[config.mk]
export PLATFORM = sky130hd
export DESIGN_NAME = buffer_mux_arb_flat
export DESIGN_NICKNAME = d
export VERILOG_FILES = /design/src/rtl/buffer_mux_arb_if.sv /design/src/rtl/buffer_mux_arb.sv /design/src/flat_wrapper.sv
export SDC_FILE = /design/constraint.sdc
export NUM_CORES = 1
export LEC_CHECK = 0
export BUFFER_PORTS_ARGS = -buffer_cell sky130_fd_sc_hd__clkbuf_2
export CORE_UTILIZATION = 44
export CTS_BUF_LIST = sky130_fd_sc_hd__clkbuf_4 sky130_fd_sc_hd__clkbuf_8
export CTS_CLUSTER_DIAMETER = 100
export DETAILED_ROUTE_END_ITERATION = 8
export PLACE_DENSITY = 0.8
export SLEW_MARGIN = 5
export SYNTH_ARGS = -nofsm -noshare
export SYNTH_HDL_FRONTEND = slang
export SYNTH_SLANG_ARGS = --single-unit
[constraint.sdc]
create_clock -name CLK -period 3.2 [get_ports CLK]
set_clock_uncertainty 0.15 [all_clocks]
set_input_delay 0.32 -clock CLK [delete_from_list [all_inputs] [get_ports CLK]]
set_output_delay 0.32 -clock CLK [all_outputs]
set_load 0.01 [all_outputs]
[src/rtl/buffer_mux_arb_if.sv]
// Handshake bundle for buffer_mux_arb: NUM_IN source channels in, one registered channel out,
// plus read-only debug visibility of the arbitration state (round-robin pointer and lock flag).
interface buffer_mux_arb_if #(
  parameter int NUM_IN = 3,
  parameter int WIDTH  = 32,
  parameter int SELW   = $clog2(NUM_IN)
) ();
  logic [NUM_IN*WIDTH-1:0] IN_DATA;
  logic [NUM_IN-1:0]       IN_VALID;
  logic [NUM_IN-1:0]       IN_READY;
  logic [WIDTH-1:0]        OUT_DATA;
  logic                    OUT_VALID;
  logic                    OUT_READY;
  logic [SELW-1:0]         OUT_SEL;
  logic [SELW-1:0]         dbg_last;
  logic                    dbg_locked;

  // Valid/ready: a beat moves on any cycle where valid and ready are both high at the rising
  // edge; a source holds data stable while valid is high and its beat is not yet accepted.
  modport master (
    output IN_DATA, IN_VALID, OUT_READY,
    input  IN_READY, OUT_DATA, OUT_VALID, OUT_SEL, dbg_last, dbg_locked
  );

  modport slave (
    input  IN_DATA, IN_VALID, OUT_READY,
    output IN_READY, OUT_DATA, OUT_VALID, OUT_SEL, dbg_last, dbg_locked
  );
endinterface

[src/rtl/buffer_mux_arb.sv]
// Round-robin / fixed-priority arbiter of NUM_IN valid/ready sources onto one registered output.
// Optional channel locking is compiled in with `define BUFFER_MUX_ARB_LOCK_EN.
module buffer_mux_arb #(
  parameter int NUM_IN = 3,
  parameter int WIDTH  = 32,
  parameter int SELW   = $clog2(NUM_IN)
) (
  input  logic              CLK,
  input  logic              N_RST,
  input  logic              MODE,
`ifdef BUFFER_MUX_ARB_LOCK_EN
  input  logic [NUM_IN-1:0] LOCK,
`endif
  buffer_mux_arb_if.slave   bus
);

  logic [WIDTH-1:0]  out_data_q;
  logic [SELW-1:0]   out_sel_q;
  logic              out_valid_q;
  logic [SELW-1:0]   last_q;
  logic              load;
  logic [NUM_IN-1:0] eligible;
  logic              grant_found;
  logic [SELW-1:0]   grant_idx;
  logic [WIDTH-1:0]  grant_data;
  logic [NUM_IN-1:0] in_ready;

  assign load = !out_valid_q || bus.OUT_READY;

`ifdef BUFFER_MUX_ARB_LOCK_EN
  logic            locked_q;
  logic [SELW-1:0] owner_q;

  // While locked, only the owner may compete, even if it is currently idle.
  always_comb begin
    eligible = bus.IN_VALID;
    if (locked_q) begin
      for (int i = 0; i < NUM_IN; i++) begin
        if (int'(owner_q) != i) eligible[i] = 1'b0;
      end
    end
  end

  always_ff @(posedge CLK) begin
    if (N_RST) begin
      locked_q <= 1'b0;
      owner_q  <= '0;
    end else if (load && grant_found) begin
      locked_q <= LOCK[grant_idx];
      owner_q  <= grant_idx;
    end
  end

  assign bus.dbg_locked = locked_q;
`else
  assign eligible       = bus.IN_VALID;
  assign bus.dbg_locked = 1'b0;
`endif

  // Priority search: later loop iterations win, so iterate from the least preferred candidate.
  always_comb begin
    grant_found = 1'b0;
    grant_idx   = '0;
    if (MODE) begin
      for (int i = NUM_IN - 1; i >= 0; i--) begin
        if (eligible[i]) begin
          grant_found = 1'b1;
          grant_idx   = SELW'(i);
        end
      end
    end else begin
      for (int k = NUM_IN; k >= 1; k--) begin
        if (eligible[(int'(last_q) + k) % NUM_IN]) begin
          grant_found = 1'b1;
          grant_idx   = SELW'((int'(last_q) + k) % NUM_IN);
        end
      end
    end
  end

  always_comb begin
    grant_data = '0;
    for (int i = 0; i < NUM_IN; i++) begin
      if (int'(grant_idx) == i) grant_data = bus.IN_DATA[i*WIDTH +: WIDTH];
    end
  end

  always_comb begin
    in_ready = '0;
    if (!N_RST && load && grant_found) in_ready[grant_idx] = 1'b1;
  end

  always_ff @(posedge CLK) begin
    if (N_RST) begin
      out_data_q  <= '0;
      out_sel_q   <= '0;
      out_valid_q <= 1'b0;
      last_q      <= SELW'(NUM_IN - 1);
    end else if (load) begin
      if (grant_found) begin
        out_data_q  <= grant_data;
        out_sel_q   <= grant_idx;
        out_valid_q <= 1'b1;
        last_q      <= grant_idx;
      end else begin
        out_valid_q <= 1'b0;
      end
    end
  end

  assign bus.IN_READY  = in_ready;
  assign bus.OUT_DATA  = out_data_q;
  assign bus.OUT_SEL   = out_sel_q;
  assign bus.OUT_VALID = out_valid_q;
  assign bus.dbg_last  = last_q;

endmodule

[src/flat_wrapper.sv]
// flat-port wrapper written by rule: the top's interface ports become plain ports
module buffer_mux_arb_flat 
#(
  parameter int NUM_IN = 3,
  parameter int WIDTH  = 32,
  parameter int SELW   = $clog2(NUM_IN)
)
  (CLK, N_RST, MODE, bus_IN_DATA, bus_IN_VALID, bus_OUT_READY, bus_IN_READY, bus_OUT_DATA, bus_OUT_VALID, bus_OUT_SEL, bus_dbg_last, bus_dbg_locked);
  buffer_mux_arb_if #(.NUM_IN(NUM_IN), .WIDTH(WIDTH), .SELW(SELW)) bus_i ();
  input  logic CLK;
  input  logic N_RST;
  input  logic MODE;
  input wire logic [$bits(bus_i.IN_DATA)-1:0] bus_IN_DATA;
  input wire logic [$bits(bus_i.IN_VALID)-1:0] bus_IN_VALID;
  input wire logic [$bits(bus_i.OUT_READY)-1:0] bus_OUT_READY;
  output wire logic [$bits(bus_i.IN_READY)-1:0] bus_IN_READY;
  output wire logic [$bits(bus_i.OUT_DATA)-1:0] bus_OUT_DATA;
  output wire logic [$bits(bus_i.OUT_VALID)-1:0] bus_OUT_VALID;
  output wire logic [$bits(bus_i.OUT_SEL)-1:0] bus_OUT_SEL;
  output wire logic [$bits(bus_i.dbg_last)-1:0] bus_dbg_last;
  output wire logic [$bits(bus_i.dbg_locked)-1:0] bus_dbg_locked;
  assign bus_i.IN_DATA = bus_IN_DATA;
  assign bus_i.IN_VALID = bus_IN_VALID;
  assign bus_i.OUT_READY = bus_OUT_READY;
  assign bus_IN_READY = bus_i.IN_READY;
  assign bus_OUT_DATA = bus_i.OUT_DATA;
  assign bus_OUT_VALID = bus_i.OUT_VALID;
  assign bus_OUT_SEL = bus_i.OUT_SEL;
  assign bus_dbg_last = bus_i.dbg_last;
  assign bus_dbg_locked = bus_i.dbg_locked;
  buffer_mux_arb #(.NUM_IN(NUM_IN), .WIDTH(WIDTH), .SELW(SELW)) u_core (.CLK(CLK), .N_RST(N_RST), .MODE(MODE), .bus(bus_i));
endmodule
; Word-level counts from Yosys, hierarchy flattened
; Cells that the tools add are included.
[totals]
register_bits = 37
input_bits = 103
wordCells = 55
[classes]
n_addsub = 3
div_mod_pow = 3
magnitude_cmp = 5
n_eq_ne = 2
n_mux = 30
reduce_logical = 8
[ops]
columns = cell, count
row1 = "< comparator 32 x 4 -> 1 bit, second input constant", 3
row2 = "modulo 32 x 3 -> 32 bit, second input constant", 3
row3 = 2-to-1 mux 32 bit, 3
row4 = 2-to-1 mux 1 bit, 15
row5 = 2-to-1 mux 2 bit, 7
row6 = "adder 2 x 2 -> 3 bit, second input constant", 2
row7 = binary-select mux 1 bit (select 2 bit), 3
row8 = "== test 2 bit, second input constant", 2
row9 = "adder 2 x 1 -> 3 bit, second input constant", 1
row10 = logical AND 1 bit, 3
row11 = "< comparator 2 x 3 -> 1 bit, second input constant", 1
row12 = 2-to-1 mux 3 bit, 1
row13 = demux 1 bit (select 2 bit), 1
row14 = ">= comparator 2 x 1 -> 1 bit, second input constant", 1
row15 = zero test 1 bit, 2
row16 = zero test 2 bit, 1
row17 = AND reduction 2 bit, 1
row18 = logical OR 1 bit, 1

; Longest topological paths before layout
; Gate-level depths: netlist of the first run.
[logic_depth]
word_depth = 14
ltp_mapped = 11

; Worst setup path after synthesis of the first run
; No wires, ideal clock.
[synth_path]
path_kind = flip-flop to output port
start = register u_core.last_q[1], in the netlist u_core.bus.dbg_last[1]
end = output port bus_IN_READY[1]
t_arrival_ps = 2221
required_time_ps = 2730
setup_slack_ps = 509
stages_incl_launch_ff = 11
path_buffers = 2
cell_sequence = dfxtp_1 inv_1 ha_1 buf_4 and3b_1 a31oi_2 and2_4 a2111oi_4 buf_4 nand2_1 inv_1
[synth_between]
elab_chain_cells = 14
[synth_lines]
columns = element, line
row1 = "start, declared", buffer_mux_arb.sv:20  ; logic [SELW-1:0] last_q;
row2 = "start signal, assigned", buffer_mux_arb.sv:98  ; last_q <= SELW'(NUM_IN - 1);
row3 = "start signal, assigned", buffer_mux_arb.sv:104  ; last_q <= grant_idx;
row4 = adder 2 x 2 -> 3 bit, "buffer_mux_arb.sv:73, buffer_mux_arb.sv:75"
row5 = modulo 32 x 3 -> 32 bit, "buffer_mux_arb.sv:73, buffer_mux_arb.sv:75"
row6 = binary-select mux 1 bit (select 2 bit), buffer_mux_arb.sv:73  ; if (eligible[(int'(last_q) + k) % NUM_IN]) begin
row7 = 2-to-1 mux 1 bit (implied by the code) (2 in a row), buffer_mux_arb.sv:73
row8 = 2-to-1 mux 2 bit (3 in a row), buffer_mux_arb.sv:73
row9 = 2-to-1 mux 2 bit, buffer_mux_arb.sv:64  ; if (MODE) begin
row10 = < comparator 2 x 3 -> 1 bit (implied by the code) / >= comparator 2 x 1 -> 1 bit (equally long branches), buffer_mux_arb.sv:90  ; if (!N_RST && load && grant_found) in_ready[grant_idx] = 1'b1;
row11 = logical AND 1 bit (implied by the code), buffer_mux_arb.sv:90
row12 = 2-to-1 mux 1 bit (implied by the code), buffer_mux_arb.sv:90
row13 = demux 1 bit (select 2 bit), -
row14 = 2-to-1 mux 3 bit (*), buffer_mux_arb.sv:90
row15 = "end, declared", flat_wrapper.sv:16  ; output wire logic [$bits(bus_i.IN_READY)-1:0] bus_IN_READY;
; Mark *: on every way between the ends. The rest lies on a longest branch, timed or not. The select of a mux whose other input is x is not followed.

; Worst setup path after layout of the first run
[layout_path]
start = register u_core.last_q[1], in the netlist u_core.bus.dbg_last[1]
end = output port bus_IN_READY[0]
; Same word-level chain as after synthesis.

==> results of run 1 <==
[critical path: cells and delay by family, from the launching register on]
kind            cells  cell delay [ns]
flops               1             0.38
buf+inv             3             0.49
compound gates      2             0.63
simple gates        2             0.29
fa+ha+maj           1             0.41
[cell usage in the layout (no fill, tap or decap), types with 2 or more instances in the layout]
master and n:
nand2_1 53, ha_1 3, clkinv_2 2, buf_4 12, clkbuf_2 142, o21ai_1 58, inv_1 8, a32oi_1 8
nand2b_1 4, mux2i_1 9, nor2_1 34, clkbuf_8 5, a211oi_1 26, dfxtp_1 36, nor3_1 2, nor2b_1 3
a21oi_1 4
[final timing paths]
kind / startpoint / end / slack [ns] / cells after the start
max: u_core.bus.dbg_last[1]$_SDFFE_PP1P_ / bus_IN_READY[0] / 0.24 / 8
min: bus_IN_DATA[54] / u_core.bus.OUT_DATA[22]$_SDFFE_PP0P_ / 0.13 / 3
max reg2reg: u_core.bus.dbg_last[1]$_SDFFE_PP1P_ / u_core.bus.OUT_DATA[29]$_SDFFE_PP0P_ / 0.49 / 9
min reg2reg: u_core.bus.OUT_DATA[3]$_SDFFE_PP0P_ / u_core.bus.OUT_DATA[3]$_SDFFE_PP0P_ / 0.29 / 2
[through the flow]
step	power (W)	cells	util	hold WS, ns	instance area [um^2]
detailed placement	0.001139	491	0.6180	0.2882	2958
CTS	0.001461	499	0.6363	0.1211	3045
global route	0.001550	499	0.6369	0.1166	3048
floorplan	0.0009274	295	-	0.2391	2206
global placement	0.001126	491	0.6180	0.2826	2958
finish	0.001454	499	0.6369	0.1272	3048
[routing by layer]
metal / GRT usage / vias to the layer above / part of all wire
met5: 0 / - / 0
met3: 0.06354 / 8 / 0.076
met2: 0.4351 / 115 / 0.50
li1: - / 1309 / -
met4: 0.08279 / 0 / 0.012
met1: 0.2756 / 1129 / 0.41
[area by class of cell]
class | instances | area, um^2
Clock buffer | 5 | 68.82
Clock inverter | 3 | 18.77
Fill cell | 471 | 1738
Inverter | 8 | 30.03
Multi-Input combinational cell | 226 | 1325
Sequential cell | 36 | 720.7
Tap cell | 67 | 83.83
Timing Repair Buffer | 154 | 800.8
[flip-flops by register name, summed over array words and instances, names as in the netlist]
signal,count
u_core.bus.OUT_DATA,32
u_core.bus.dbg_last,2
u_core.bus.OUT_SEL,1
u_core.bus.OUT_VALID,1
[power groups by stage]
stage | Clock [W] | Combinational (W) | Sequential (W)
6_report | 0.000326 | 0.000567 | 0.000562
2_1_floorplan | 0 | 0.000324 | 0.000603
3_3_place_gp | 0 | 0.000556 | 0.000570
5_1_grt | 0.000356 | 0.000623 | 0.000572
3_5_place_dp | 0 | 0.000568 | 0.000571
4_1_cts | 0.000331 | 0.000568 | 0.000562
[cell families (layout without fill, tap and decap cells)]
group | after synthesis | in the layout | share of synthesized area
AO/OA/AOI/OAI | 108 | 108 | 0.3301
flip-flops | 36 | 36 | 0.3267
adder cells (fa/ha/maj) | 4 | 4 | 0.02269
buffers and inverters | 33 | 170 | 0.07714
AND/OR/NAND/NOR | 103 | 103 | 0.1957
multiplexers | 10 | 10 | 0.04595
other | 1 | 1 | 0.001700
==> impl_metrics.json, run 1 <==
{
  "layout_setup_ws_ns": 0.2394,
  "synth_top_area_frac": 0.3267,
  "netSwitchingPower_w": 0.0005339,
  "critPathCaptureType": "output pin",
  "maxCapViolCount": 0,
  "numCtsBuffers": 5,
  "io_pins": 144,
  "die_h_um": 72.81,
  "async_flop_share": 0,
  "totalWireLength_mm": 6.432,
  "rows": 25,
  "grt_use_total": 0.2417,
  "post_cts_resized": 0,
  "drive_above_1_share": 0.4005,
  "dr.pass1.iters": 4,
  "grt_max_degree": 34,
  "initial_core_util": 0.4609,
  "finalCriticalPeriod_ns": 2.961,
  "required_ns": 2.73,
  "netlist_instances": 295,
  "internal_power_w": 0.0009201,
  "ys_types": 37,
  "setup_tns_ns": 0,
  "hpwlAfterDp_mm": 5.043,
  "die_area_mm2": 0.005301,
  "viasPerCell": 5.132,
  "cts.sinks": 36,
  "insertion_delay_ns": 0.28,
  "outcome": "finished clean",
  "crit_path_top_delay_cell": "o32ai_1",
  "yosysMostFrequentCell": "o21ai_1",
  "port_buffers": 142,
  "fp.dieW_um": 72.81,
  "fmax_mhz": 337.8,
  "core_mm2": 0.004786,
  "leakage_nw": 1.446,
  "postCtsHoldBufs": 0,
  "yosysWarnings": 0,
  "arrival_ns": 2.49,
  "synth.area.top_cells": "dfxtp_1 33%, o21ai_1 13%, nand2_1 9.0%",
  "timing.final.crit_share": 0.9252,
  "max-vdd-ir-drop_uv": 226.0,
  "cts_htree_levels": 2,
  "synth_edf_count": 0,
  "finalHoldViolCount": 0,
  "p_sw_frac": 0.3672,
  "crit_path_start_kind": "flop",
  "grt_pass1_vias": 2243,
  "gp_congestion": 0.9145,
  "synth_top_area_cell": "dfxtp_1",
  "syn_area_mm2": 0.002206,
  "synthFlopType": "dfxtp_1",
  "dr_total_vias": 2561,
  "sequentialPowerShare": 0.386,
  "overflow": 0,
  "hold_class": "in -> reg",
  "diodes": 0,
  "nNetsFinal": 538,
  "finalSetupViolCount": 0,
  "antenna_left": 0,
  "antenna_found_initial": 0,
  "ys_seq_area_frac": 0.3267,
  "path_class": "reg -> out",
  "syn-num-nets": 402,
  "ys_ff_latch": 36,
  "cpPeakStageDelay_ns": 0.42,
  "cp_cell_sequence": "inv_1 > ha_2 > and3b_1 > o32ai_1 > o21a_1 > buf_4 > nor3_1 > clkbuf_2",
  "synthTopCellsByCount": "59 x o21ai_1, 53 x nand2_1, 36 x dfxtp_1",
  "cts_setup_buffers": 0,
  "slew_viol_final": 0,
  "pwr-share-comb": 0.390,
  "cp_max_fo": 18,
  "power_density_mw_per_mm2": 477.0,
  "place_ws_ns": 0.4930,
  "p_clk_frac": 0.224,
  "rsz0062_at_grt": "false",
  "cts_tree": "done",
  "grt_pass1_wl_mm": 10.01,
  "max-clock-path-buffers": 2,
  "drt_iter0_markers": 136,
  "wl_per_cell_um": 12.89,
  "avgSynthCellArea_um2": 7.478,
  "area_delta_synth_final_pct": 38.17,
  "root_buffer": "clkbuf_8",
  "drc": 0,
  "path_clk_slew_ns": 0.08
}
(Power assumes the default switching activity.)
==> run 2: changes to the inputs <==
GPL_TIMING_DRIVEN = 0   (was unset)
==> impl_metrics.json, run 2 (same netlist as run 1, synthesis figures left out) <==
{
  "slew_viol_final": 0,
  "r2r-start": "u_core.bus.dbg_last[1]$_SDFFE_PP1P_",
  "initial_core_util": 0.4609,
  "cts_htree_levels": 2,
  "outcome": "finished clean",
  "cp_common_cell": "clkbuf_2",
  "max_slew_margin": 0.5508,
  "rows": 25,
  "critPathCaptureType": "output pin",
  "insertion_delay_ns": 0.28,
  "area_delta_synth_final_pct": 41.80,
  "place_ws_ns": 0.2399,
  "crit_path_top_delay_cell": "dfxtp_1",
  "grt_max_degree": 12,
  "grt_pass1_vias": 2326,
  "cp_top_family": "compound AO/OA/AOI/OAI gates",
  "grt_pass1_wl_mm": 10.20,
  "worstHoldStart": "bus_IN_DATA[32]",
  "wl_per_cell_um": 12.88,
  "numCtsBuffers": 5,
  "rsz0062_at_grt": "true",
  "cts.sinks": 36,
  "totalWireLength_mm": 6.595,
  "fin_area_mm2": 0.003128,
  "leakage_nw": 1.491,
  "finalCriticalPeriod_ns": 3.137,
  "startpoint": "u_core.bus.dbg_last[1]$_SDFFE_PP1P_",
  "cts_tree": "done",
  "tightestPinTransition_ns": 0.6739,
  "dr.pass1.iters": 4,
  "cp_max_fo": 10,
  "cpPeakStageDelay_ns": 0.38,
  "finalSetupViolCount": 0,
  "crit_path_start_kind": "flop",
  "required_ns": 2.73,
  "placed_area_mm2": 0.002990,
  "rrSetupSlack_ns": 0.38,
  "layout_setup_ws_ns": 0.06291,
  "path_clk_slew_ns": 0.07,
  "viasPerCell": 5.146,
  "hpwlAfterDp_mm": 5.083,
  "power_density_mw_per_mm2": 494.3,
  "die_area_mm2": 0.005301,
  "fp.dieW_um": 72.81,
  "timing.final.crit_share": 0.9803,
  "layout_commonest_cell": "clkbuf_2",
  "maxCapViolCount": 0,
  "die_h_um": 72.81,
  "diodes": 0,
  "hold_class": "in -> reg",
  "fillers": 452,
  "root_buffer": "clkbuf_8",
  "drive_above_1_share": 0.3910,
  "port_buffers": 140,
  "drt_iter0_markers": 112,
  "layout_common_cells": "142 x clkbuf_2, 59 x o21ai_1, 53 x nand2_1, 36 x dfxtp_1, 34 x nor2_1",
  "max-vdd-ir-drop_uv": 290.3,
  "grt_use_total": 0.2495,
  "overflow": 0,
  "antenna_found_initial": 0,
  "io_pins": 144,
  "cp_num_buf_inv": 4,
  "cp_cell_sequence": "inv_1 > ha_1 > buf_4 > nor2b_1 > a211oi_1 > o32ai_1 > o21ai_1 > clkbuf_2 > nor2_1 > clkbuf_2",
  "largest_reg_flops": 32,
  "core_mm2": 0.004786,
  "path_class": "reg -> out",
  "drc": 0,
  "dr_total_vias": 2635,
  "fmax_mhz": 318.8,
  "arrival_ns": 2.67,
  "gp_congestion": 0.8680,
  "nNetsFinal": 551,
  "antenna_left": 0,
  "finalHoldViolCount": 0,
  "max-clock-path-buffers": 2
}
-- run 2: path summary, 6_finish.rpt --
kind,to,cells after the start
worst max register to register,u_core.bus.OUT_DATA[27]$_SDFFE_PP0P_,11
worst max-delay path,bus_IN_READY[2],10
worst min-delay path,u_core.bus.OUT_DATA[0]$_SDFFE_PP0P_,3
worst min register to register,u_core.bus.OUT_DATA[3]$_SDFFE_PP0P_,2
-- run 2: metrics by stage --
step | hold slack (ns) | std cells | power [W] | util | setup TNS (ns)
after CTS | 0.1247 | 512 | 0.001552 | 0.6515 | 0
final | 0.1292 | 512 | 0.001546 | 0.6536 | 0
after global placement | 0.2832 | 502 | 0.001132 | 0.6248 | 0
after global routing | 0.1386 | 512 | 0.001647 | 0.6536 | -0.03836
after detailed placement | 0.2892 | 502 | 0.001145 | 0.6248 | 0
after floorplan | 0.2391 | 295 | 0.0009274 | - | 0
-- run 2: layout make-up --
class	count	area, um^2	area share
multi-input cells	226	1320	0.4220
well taps	67	83.83	0.02680
repair buffers	142	715.7	0.2288
plain buffers	25	146.4	0.04680
clock buffers	6	76.32	0.02440
clock inverters	2	35.03	0.01120
flip-flops and latches	36	720.7	0.2304
inverters	8	30.03	0.009600
-- run 2: timing repair --
action	in CTS	in global routing
hold endpoints to repair	0	0
hold buffers	0	0
pin swaps	2	0
buffers inserted	2	0
endpoints found under the setup margin	3	3
resized for setup	1	4
-- run 2: worst reg2reg max path, delay by kind of cell (launching register included) --
kind | cells | cell delay, ns
buf+inv | 4 | 0.83
fa+ha+maj | 1 | 0.29
compound gates | 4 | 0.81
simple gates | 2 | 0.25
flops | 1 | 0.38
-- run 2: layer usage --
layer,GRT usage,vias to the layer above,share of wire
met5,0,-,0
met4,0.09804,0,0.016
met3,0.05939,12,0.075
met2,0.4476,125,0.51
met1,0.2846,1158,0.40
li1,-,1340,-
-- run 2: power by group --
| part | switching, W | total (W) | internal (W) |
|---|---|---|---|
| Combinational | 0.000330 | 0.000585 | 0.000255 |
| Sequential | 0.0000383 | 0.000560 | 0.000522 |
| Clock | 0.000161 | 0.000401 | 0.000240 |
==> run 3: changes to the inputs <==
RECOVER_POWER = 100   (was unset)
==> impl_metrics.json, run 3 (same netlist as run 1, synthesis figures left out) <==
{
  "outcome": "finished clean",
  "cp_cell_sequence": "inv_1 > ha_1 > buf_4 > nor2b_1 > a211oi_1 > o32ai_1 > o21ai_1 > clkbuf_2 > nor2_1 > clkbuf_2",
  "rrSetupSlack_ns": 0.19,
  "antenna_left": 0,
  "wl_met1_mm": 2.711,
  "routed-wl-met2_mm": 3.399,
  "path_class": "reg -> out",
  "top_layer": "met4",
  "core_mm2": 0.004786,
  "internal_power_w": 0.0009968,
  "path_clk_slew_ns": 0.07,
  "die_area_mm2": 0.005301,
  "critPathCaptureType": "output pin",
  "numCtsBuffers": 5,
  "initial_core_util": 0.4609,
  "max-vdd-ir-drop_uv": 288.1,
  "cp_common_cell": "clkbuf_2",
  "grt_use_total": 0.2495,
  "viasPerCell": 5.156,
  "whs_endpoint": "u_core.bus.OUT_DATA[0]$_SDFFE_PP0P_",
  "diodes": 0,
  "rsz0062_at_grt": "true",
  "drt_iter0_markers": 85,
  "postCtsHoldBufs": 0,
  "whs_path_depth": 3,
  "finalCriticalPeriod_ns": 3.139,
  "drive_above_1_share": 0.3079,
  "rr_endpoint": "u_core.bus.OUT_DATA[23]$_SDFFE_PP0P_",
  "overflow": 0,
  "setup_tns_ns": 0,
  "sequentialPowerShare": 0.367,
  "cp_max_fo": 10,
  "max_slew_margin": 0.5296,
  "p_sw_frac": 0.3472,
  "tightestPinTransition_ns": 0.7056,
  "cpPeakStageDelay_ns": 0.38,
  "wl_met3_um": 432,
  "wl_per_cell_um": 12.97,
  "fillers": 477,
  "grt_pass1_vias": 2326,
  "fin_area_mm2": 0.003078,
  "insertion_delay_ns": 0.28,
  "crit_path_start_kind": "flop",
  "hold_class": "in -> reg",
  "register_area_um2": 720.7,
  "io_pins": 144,
  "port_buffers": 140,
  "cts.sinks": 36,
  "antenna_found_initial": 0,
  "layout_common_cells": "107 x clkbuf_2, 59 x o21ai_1, 54 x nand2_1, 45 x clkbuf_1, 36 x dfxtp_1",
  "nNetsFinal": 551,
  "worstHoldStart": "bus_IN_DATA[32]",
  "fp.dieW_um": 72.81,
  "cts_tree": "done",
  "grt_pass1_wl_mm": 10.20,
  "required_ns": 2.73,
  "totalWireLength_mm": 6.641,
  "cp_num_buf_inv": 4,
  "largest_reg_flops": 32,
  "leakage_nw": 1.372,
  "arrival_ns": 2.67,
  "timing.final.crit_share": 0.9810,
  "slew_viol_final": 0,
  "gp_congestion": 0.8680,
  "die_h_um": 72.81,
  "dr.pass1.iters": 4,
  "crit_path_top_delay_cell": "dfxtp_1",
  "cp_top_family": "compound AO/OA/AOI/OAI gates",
  "grt_max_degree": 12,
  "rows": 25,
  "dr_total_vias": 2640,
  "fmax_mhz": 318.5,
  "placed_area_mm2": 0.002990,
  "drc": 0,
  "netSwitchingPower_w": 0.0005303,
  "hpwlAfterDp_mm": 5.083,
  "pwr-share-comb": 0.370,
  "finalSetupViolCount": 0,
  "cts_htree_levels": 2,
  "holdWs_ns": 0.1299,
  "root_buffer": "clkbuf_8",
  "layout_commonest_cell": "clkbuf_2",
  "finalHoldViolCount": 0,
  "power_density_mw_per_mm2": 496.1,
  "multi_input_area_mm2": 0.001318,
  "r2r-start": "u_core.bus.dbg_last[1]$_SDFFE_PP1P_",
  "area_delta_synth_final_pct": 39.53,
  "reg2reg_depth": 12,
  "max-clock-path-buffers": 2,
  "p_clk_frac": 0.263,
  "maxCapViolCount": 0
}
-- run 3: timing repair --
action / 4_1_cts / 5_1_grt
resized for setup: 1 / 4
pin swaps: 2 / 0
endpoints found under the hold margin: 0 / 0
buffers inserted: 2 / 0
setup endpoints to repair: 3 / 3
-- run 3: final cells by class --
cell class | instances | share of cell area
inverter | 8 | 0.009756
tap | 67 | 0.02724
clock buffer | 6 | 0.02480
clock inverter | 2 | 0.01138
multi-input combinational | 226 | 0.4280
sequential | 36 | 0.2341
buffer | 25 | 0.04756
timing repair buffer | 142 | 0.2171
-- run 3: tightest hold or removal path: cells and delay by family --
kind            cells  cell delay, ns
compound gates      2            0.13
buf+inv             1            0.07
-- run 3: stage by stage --
stage / setup WS, ns / util / std cells / total power (W)
finish: 0.06073 / 0.6431 / 512 / 0.001527
global route: -0.03599 / 0.6431 / 512 / 0.001627
CTS: 0.03523 / 0.6515 / 512 / 0.001552
detailed placement: 0.2399 / 0.6248 / 502 / 0.001145
global placement: 0.2639 / 0.6248 / 502 / 0.001132
floorplan: 0.5095 / - / 295 / 0.0009274
-- run 3: power groups by stage --
stage               Clock, W  Sequential [W]  Combinational (W)
floorplan                  0        0.000603           0.000324
global placement           0        0.000568           0.000564
detailed placement         0        0.000570           0.000575
CTS                 0.000408        0.000561           0.000583
global route        0.000432        0.000569           0.000625
finish              0.000402        0.000560           0.000565
-- run 3: worst max path at each step --
stage                                             start         endpoint  slack (ns)  depth (start not counted)
finish              u_core.bus.dbg_last[1]$_SDFFE_PP1P_  bus_IN_READY[2]        0.06                         10
global placement    u_core.bus.dbg_last[1]$_SDFFE_PP1P_  bus_IN_READY[1]        0.26                         11
global route        u_core.bus.dbg_last[1]$_SDFFE_PP1P_  bus_IN_READY[2]       -0.04                         10
floorplan           u_core.bus.dbg_last[1]$_SDFFE_PP1P_  bus_IN_READY[1]        0.51                         10
CTS                 u_core.bus.dbg_last[1]$_SDFFE_PP1P_  bus_IN_READY[0]        0.04                         10
detailed placement  u_core.bus.dbg_last[1]$_SDFFE_PP1P_  bus_IN_READY[1]        0.24                         11
-- run 3: metal layers --
layer / vias to the layer above / GRT usage
met1: 1182 / 0.2846
met5: - / 0
met3: 10 / 0.05939
li1: 1340 / -
met4: 0 / 0.09804
met2: 108 / 0.4476
